**src/rtl/mdu_seq_if.sv**
```systemverilog
// Operand, handshake and HI/LO result bundle between the pipeline and the
// iterative multiply/divide sequencer.
interface mdu_seq_if #(
  parameter int WIDTH = 32
);
  logic             start;
  logic [1:0]       op;
  logic [WIDTH-1:0] a;
  logic [WIDTH-1:0] b;
  logic             wr_hi;
  logic             wr_lo;
  logic [WIDTH-1:0] wdata;
  logic             busy;
  logic             done;
  logic [WIDTH-1:0] hi;
  logic [WIDTH-1:0] lo;

  modport master (
    output start, op, a, b, wr_hi, wr_lo, wdata,
    input  busy, done, hi, lo
  );

  modport slave (
    input  start, op, a, b, wr_hi, wr_lo, wdata,
    output busy, done, hi, lo
  );
endinterface

```
**src/rtl/mdu_seq.sv**
```systemverilog
// Iterative MULTU/MULT/DIVU/DIV engine: one bit per cycle on operand
// magnitudes, sign fix-up in a final cycle, owns the HI/LO registers.
module mdu_seq #(
  parameter int WIDTH = 32
) (
  input  logic     clk,
  input  logic     rst_n,
  mdu_seq_if.slave bus
);
  localparam int CW = $clog2(WIDTH);

  typedef enum logic [1:0] {IDLE, CALC, FIX} state_t;

  state_t             state_reg, state_next;
  logic [CW-1:0]      cnt_reg;
  logic [2*WIDTH-1:0] acc_reg;
  logic [WIDTH:0]     rem_reg;
  logic [WIDTH-1:0]   d_reg, a_raw_reg, hi_reg, lo_reg;
  logic               is_div_reg, neg_reg, rem_neg_reg, bzero_reg, done_reg;

  logic [WIDTH-1:0]   a_mag, b_mag;
  logic [WIDTH:0]     mul_sum, div_shift, div_diff;
  logic [2*WIDTH-1:0] mul_next, prod;
  logic               div_ok;
  logic [WIDTH-1:0]   quot, rem, fix_hi, fix_lo;

  assign bus.busy = (state_reg != IDLE);
  assign bus.done = done_reg;
  assign bus.hi   = hi_reg;
  assign bus.lo   = lo_reg;

  always_comb begin
    a_mag = bus.a;
    b_mag = bus.b;
    if (bus.op[0] && bus.a[WIDTH-1]) a_mag = -bus.a;
    if (bus.op[0] && bus.b[WIDTH-1]) b_mag = -bus.b;
  end

  // Multiply: multiplier sits in the low half and shifts out as the product
  // grows into the high half. Divide: dividend bits shift out of the low half
  // into the remainder while quotient bits shift in behind them.
  always_comb begin
    mul_sum   = {1'b0, acc_reg[2*WIDTH-1:WIDTH]} + {1'b0, d_reg};
    mul_next  = acc_reg[0] ? {mul_sum, acc_reg[WIDTH-1:1]}
                           : {1'b0, acc_reg[2*WIDTH-1:1]};
    div_shift = {rem_reg[WIDTH-1:0], acc_reg[WIDTH-1]};
    div_diff  = div_shift - {1'b0, d_reg};
    div_ok    = ~div_diff[WIDTH];
  end

  always_comb begin
    prod   = neg_reg ? -acc_reg : acc_reg;
    quot   = neg_reg ? -acc_reg[WIDTH-1:0] : acc_reg[WIDTH-1:0];
    rem    = rem_neg_reg ? -rem_reg[WIDTH-1:0] : rem_reg[WIDTH-1:0];
    fix_hi = prod[2*WIDTH-1:WIDTH];
    fix_lo = prod[WIDTH-1:0];
    if (is_div_reg) begin
      // Divide by zero reports the raw dividend, not a sign-corrected one.
      fix_hi = bzero_reg ? a_raw_reg : rem;
      fix_lo = bzero_reg ? '1 : quot;
    end
  end

  always_comb begin
    state_next = state_reg;
    case (state_reg)
      IDLE:    if (bus.start) state_next = CALC;
      CALC:    if (cnt_reg == CW'(WIDTH-1)) state_next = FIX;
      FIX:     state_next = IDLE;
      default: state_next = IDLE;
    endcase
  end

  always_ff @(posedge clk or negedge rst_n) begin
    if (!rst_n) begin
      state_reg   <= IDLE;
      cnt_reg     <= '0;
      acc_reg     <= '0;
      rem_reg     <= '0;
      d_reg       <= '0;
      a_raw_reg   <= '0;
      hi_reg      <= '0;
      lo_reg      <= '0;
      is_div_reg  <= 1'b0;
      neg_reg     <= 1'b0;
      rem_neg_reg <= 1'b0;
      bzero_reg   <= 1'b0;
      done_reg    <= 1'b0;
    end else begin
      state_reg <= state_next;
      done_reg  <= (state_reg == FIX);
      case (state_reg)
        IDLE: begin
          if (bus.start) begin
            cnt_reg     <= '0;
            rem_reg     <= '0;
            is_div_reg  <= bus.op[1];
            neg_reg     <= bus.op[0] & (bus.a[WIDTH-1] ^ bus.b[WIDTH-1]);
            rem_neg_reg <= bus.op[0] & bus.a[WIDTH-1];
            bzero_reg   <= (bus.b == '0);
            a_raw_reg   <= bus.a;
            d_reg       <= bus.op[1] ? b_mag : a_mag;
            acc_reg     <= {{WIDTH{1'b0}}, (bus.op[1] ? a_mag : b_mag)};
          end else begin
            if (bus.wr_hi) hi_reg <= bus.wdata;
            if (bus.wr_lo) lo_reg <= bus.wdata;
          end
        end
        CALC: begin
          cnt_reg <= cnt_reg + 1'b1;
          if (is_div_reg) begin
            rem_reg            <= div_ok ? div_diff : div_shift;
            acc_reg[WIDTH-1:0] <= {acc_reg[WIDTH-2:0], div_ok};
          end else begin
            acc_reg <= mul_next;
          end
        end
        FIX: begin
          hi_reg <= fix_hi;
          lo_reg <= fix_lo;
        end
        default: ;
      endcase
    end
  end
endmodule

```
**src/flat_wrapper.sv**
```systemverilog
// flat-port wrapper written by rule: the top's interface ports become plain ports
module mdu_seq_flat 
#(
  parameter int WIDTH = 32
)
  (clk, rst_n, bus_start, bus_op, bus_a, bus_b, bus_wr_hi, bus_wr_lo, bus_wdata, bus_busy, bus_done, bus_hi, bus_lo);
  mdu_seq_if #(.WIDTH(WIDTH)) bus_i ();
  input  logic clk;
  input  logic rst_n;
  input wire logic [$bits(bus_i.start)-1:0] bus_start;
  input wire logic [$bits(bus_i.op)-1:0] bus_op;
  input wire logic [$bits(bus_i.a)-1:0] bus_a;
  input wire logic [$bits(bus_i.b)-1:0] bus_b;
  input wire logic [$bits(bus_i.wr_hi)-1:0] bus_wr_hi;
  input wire logic [$bits(bus_i.wr_lo)-1:0] bus_wr_lo;
  input wire logic [$bits(bus_i.wdata)-1:0] bus_wdata;
  output wire logic [$bits(bus_i.busy)-1:0] bus_busy;
  output wire logic [$bits(bus_i.done)-1:0] bus_done;
  output wire logic [$bits(bus_i.hi)-1:0] bus_hi;
  output wire logic [$bits(bus_i.lo)-1:0] bus_lo;
  assign bus_i.start = bus_start;
  assign bus_i.op = bus_op;
  assign bus_i.a = bus_a;
  assign bus_i.b = bus_b;
  assign bus_i.wr_hi = bus_wr_hi;
  assign bus_i.wr_lo = bus_wr_lo;
  assign bus_i.wdata = bus_wdata;
  assign bus_busy = bus_i.busy;
  assign bus_done = bus_i.done;
  assign bus_hi = bus_i.hi;
  assign bus_lo = bus_i.lo;
  mdu_seq #(.WIDTH(WIDTH)) u_core (.clk(clk), .rst_n(rst_n), .bus(bus_i));
endmodule
```
**config.mk**
```make
export PLATFORM = sky130hd
export DESIGN_NAME = mdu_seq_flat
export DESIGN_NICKNAME = d
export VERILOG_FILES = /design/src/rtl/mdu_seq_if.sv /design/src/rtl/mdu_seq.sv /design/src/flat_wrapper.sv
export SDC_FILE = /design/constraint.sdc
export NUM_CORES = 1
export LEC_CHECK = 0
export ABC_AREA = 1
export CAP_MARGIN = 5
export CORE_MARGIN = 2
export CORE_UTILIZATION = 54
export DETAILED_ROUTE_END_ITERATION = 8
export HOLD_SLACK_MARGIN = 0.08
export MAX_ROUTING_LAYER = met4
export PLACE_DENSITY_LB_ADDON = 0.08
export SLEW_MARGIN = 20
export SYNTH_ARGS = -nofsm -noshare
export SYNTH_HDL_FRONTEND = slang
export SYNTH_SLANG_ARGS = --single-unit
```
**constraint.sdc**
```tcl
create_clock -name clk -period 2.4 [get_ports clk]
set_input_delay 0.36 -clock clk [delete_from_list [all_inputs] [get_ports clk]]
set_output_delay 0.36 -clock clk [all_outputs]
set_load 0.05 [all_outputs]
```
==> flow_summary.yaml <==
clock_network:
  cts_tree: "built"
  clockRootBuffer: "clkbuf_16"
  clk_latency_ns: 0.59
  cts_buffers: 28
  cts_buffer_depth: 3
  cts.reportedPaths.clkPinSlew_ns: 0.07
  clkSinkCount: 236
  h-tree-depth: 1
logic_synthesis:
  synth-simple-area-share_pct: 38.8
  netlist_instances: 3319
  synth_adder_area_share_pct: 4.43
  ys_seq_area_share_pct: 28.5
  syn-num-nets: 3494
  synth_area_mm2: 0.0207
  share_of_the_synthesized_area_in_the_top_cell_type_pct: 28.5
  yosys-mux-area-fraction_pct: 0
  synth_warnings: 0
  synth_area_leaders: "dfrtp_1, nand2_1, nand3_1"
  synthXorXnorAreaFrac_pct: 2.58
  synth_cell_types: 55
  synth-compound-area-share_pct: 16.9
  synth_top_family_by_area: "simple AND/OR/NAND/NOR gates"
  postSynthAreaPerCell_um2: 6.24
  postSynthRegisterBits: 236
  synthDominantAreaCellType: "dfrtp_1"
setup_path:
  timing.reg2reg.setup_slack_ns: -0.12
  crit_family: "simple AND/OR/NAND/NOR gates"
  cp.buffers_inverters: 3
  critPathMostFrequentCell: "nand2_1"
  critical_path.cell_chain: "inv_1, ha_1, inv_1, nor3_2, nand2_1, nor2_2, nand2_4, nand2_4, nand2_2, nand2_8, clkbuf_16, nand2_1, nand3_2, nand2_1"
  critical-path-max-stage-delay_ns: 0.41
  worst_setup_path_end_kind: "flop"
  crit_arrival_ns: 2.99
  worstPathRequired_ns: 2.87
  cpMaxStageDelayCell: "dfrtp_1"
  kind_of_start_point_of_the_critical_path: "flop"
  path_class: "reg -> reg"
  timing.critical_path.fanout_max: 6
grt:
  gr-total-overflow: 0
  grt_first_pass_wirelength_um: 139000
  number_of_global_route_vias_before_repair: 24400
  grt_max_degree: 74
  grt_util_all_layers_pct: 47.6
  grt_antenna_before_repair: 3
flow_run:
  max_cap_violations: 0
timing:
  worst_margin_slew_ns: 0.966
  setup_viol: 34
  final_hold_viol_count: 0
  rsz0062_at_grt: "yes"
  post-route-worst-setup-slack_ns: -0.115
  final-max-slew-violation-count: 0
  layout_min_cycle_time_ns: 2.52
  maxSlewHeadroom_pct: 35.5
  fmaxAchievable_mhz: 398
  clock-skew-final_ns: 0.0172
  fin_crit_sh_pct: 105
  hold_slack_ns: 0.205
die:
  fp.dieArea_mm2: 0.0399
  row_count: 71
  fp.dieH_um: 200
  die_w_um: 200
  core_area_mm2: 0.0377
  floorplan.initialDensity_pct: 54.9
  pin_count: 169
routing:
  initialDrtViolationCount: 3879
  drt-total-wl_um: 95800
  drt_pre_antenna_iters: 7
  post-route-drc-count: 0
  avgViaCountPerCell: 6.22
  routed_wirelength_normalized_by_instance_count_um: 22.5
  total_vias_in_the_final_route: 26500
  route.antenna.remaining_nets: 0
cells_and_area:
  layout-drive-gt1-share_pct: 16.8
  final_core_utilization_pct: 71.4
  flip_flop_count_of_the_largest_register_after_layout: 64
  nNetsFinal: 3905
  commonest_cells_after_routing_fill_and_taps_aside: "nand2_1, nor2_1, buf_4"
  mostFrequentLayoutCell: "nand2_1"
  fillCellCount: 3143
  synthToLayoutAreaGrowth_pct: 30.0
status:
  failed_checks: "negative setup slack"
  outcome: "finished, violations left"
placed_design:
  numPortBuffers: 168
  dp_hpwl_um: 74300
  gpl.final_weighted_congestion: 1.12
power:
  ir_drop_v: 0.00122
  power.static_leakage_uw: 0.0130
  power_density_mw_per_mm2: 1830
worst_hold_path:
  hold_path_class: "in -> async"
-- what timing repair did --
item | in CTS | in global routing
hold endpoints to repair | 236 | 0
endpoints found under the setup margin | 47 | 69
hold buffers | 1 | 0
gates resized for setup | 34 | 182
buffers inserted | 4 | 14
cloned | 0 | 5
pin swaps | 1 | 51
-- per-layer routing --
layer	part of all wire [%]	vias up	track usage, %
li1	-	11800	-
met1	36	12200	58.7
met2	42	2026	69.4
met3	13	468	12.0
met4	8.2	0	30.9
met5	0	-	-
-- cells in the mapped netlist, drive strengths merged --
cell / n
a211o: 1
a21boi: 7
a21o: 11
a21oi: 206
a221oi: 32
a22o: 2
a22oi: 17
a2bb2oi: 1
a31oi: 27
and2: 3
buf: 63
clkbuf: 58
clkinv: 4
dfrtp: 236
fa: 2
ha: 70
inv: 319
nand2: 1059
nand3: 320
nand3b: 14
nand4: 39
nor2: 428
nor3: 29
nor4: 4
o211ai: 34
o21a: 3
o21ai: 226
o21bai: 7
o221ai: 20
o22ai: 4
o31ai: 2
o32ai: 1
or2: 9
xnor2: 17
xor2: 44
-- final timing paths --
path | depth (start not counted) | start | endpoint
worst max-delay path | 14 | u_core.d_reg[30] | u_core.rem_reg[31]
worst min-delay path | 2 | rst_n | u_core.acc_reg[52]
worst max register to register | 14 | u_core.d_reg[30] | u_core.rem_reg[31]
worst min register to register | 2 | u_core.a_raw_reg[7] | u_core.a_raw_reg[7]
max in group asynchronous | 3 | rst_n | u_core.d_reg[4]
min in group clk | 3 | bus_wdata[19] | u_core.bus.lo[19]
-- kinds of logic (layout without fill, tap and decap cells) --
family | Yosys count | in the layout
and+or+nand+nor | 1905 | 1905
AOI/OAI and AO/OA | 601 | 601
buffers and inverters | 444 | 876
DFF | 236 | 236
adders and majority gates | 72 | 72
xor gates and xnor gates | 61 | 61
other | 0 | 3
-- metrics by stage --
| step | TNS [ns] | cell area (µm²) | cells | total power [µW] | setup WS, ns |
|---|---|---|---|---|---|
| floorplan | 0 | 20700 | 3319 | 27200 | 0.130 |
| global placement | -2.58 | 25000 | 4187 | 39300 | -0.298 |
| detailed placement | -5.56 | 25000 | 4187 | 39900 | -0.348 |
| CTS | -0.0730 | 26000 | 4243 | 44900 | -0.0261 |
| global route | -3.60 | 26900 | 4265 | 51800 | -0.158 |
| finish | -1.54 | 26900 | 4265 | 49400 | -0.115 |
-- worst reg2reg max path: cells and delay by family, from the launching register on --
kind | cells | cell delay (ns)
buffers and inverters | 3 | 0.43
adder cells (fa/ha/maj) | 1 | 0.39
AND/OR/NAND/NOR | 10 | 1.18
flip-flops | 1 | 0.41
-- power breakdown --
group          internal [µW]  switching, µW
clock                   2600           1900
combinational          13400          22800
sequential              6060           2660
total                  22000          27400
-- layout make-up --
cell class / instances / area (µm²) / area share [%]
flip-flops and latches: 236 / 5930 / 22.0
well taps: 511 / 639 / 2.38
inverters: 323 / 1210 / 4.51
diodes: 3 / 7.51 / 0.0279
clock inverters: 11 / 146 / 0.544
clock buffers: 40 / 787 / 2.92
multi-input cells: 2639 / 13700 / 50.9
repair buffers: 502 / 4480 / 16.6
No activity file was read; power rests on OpenSTA's default activity.
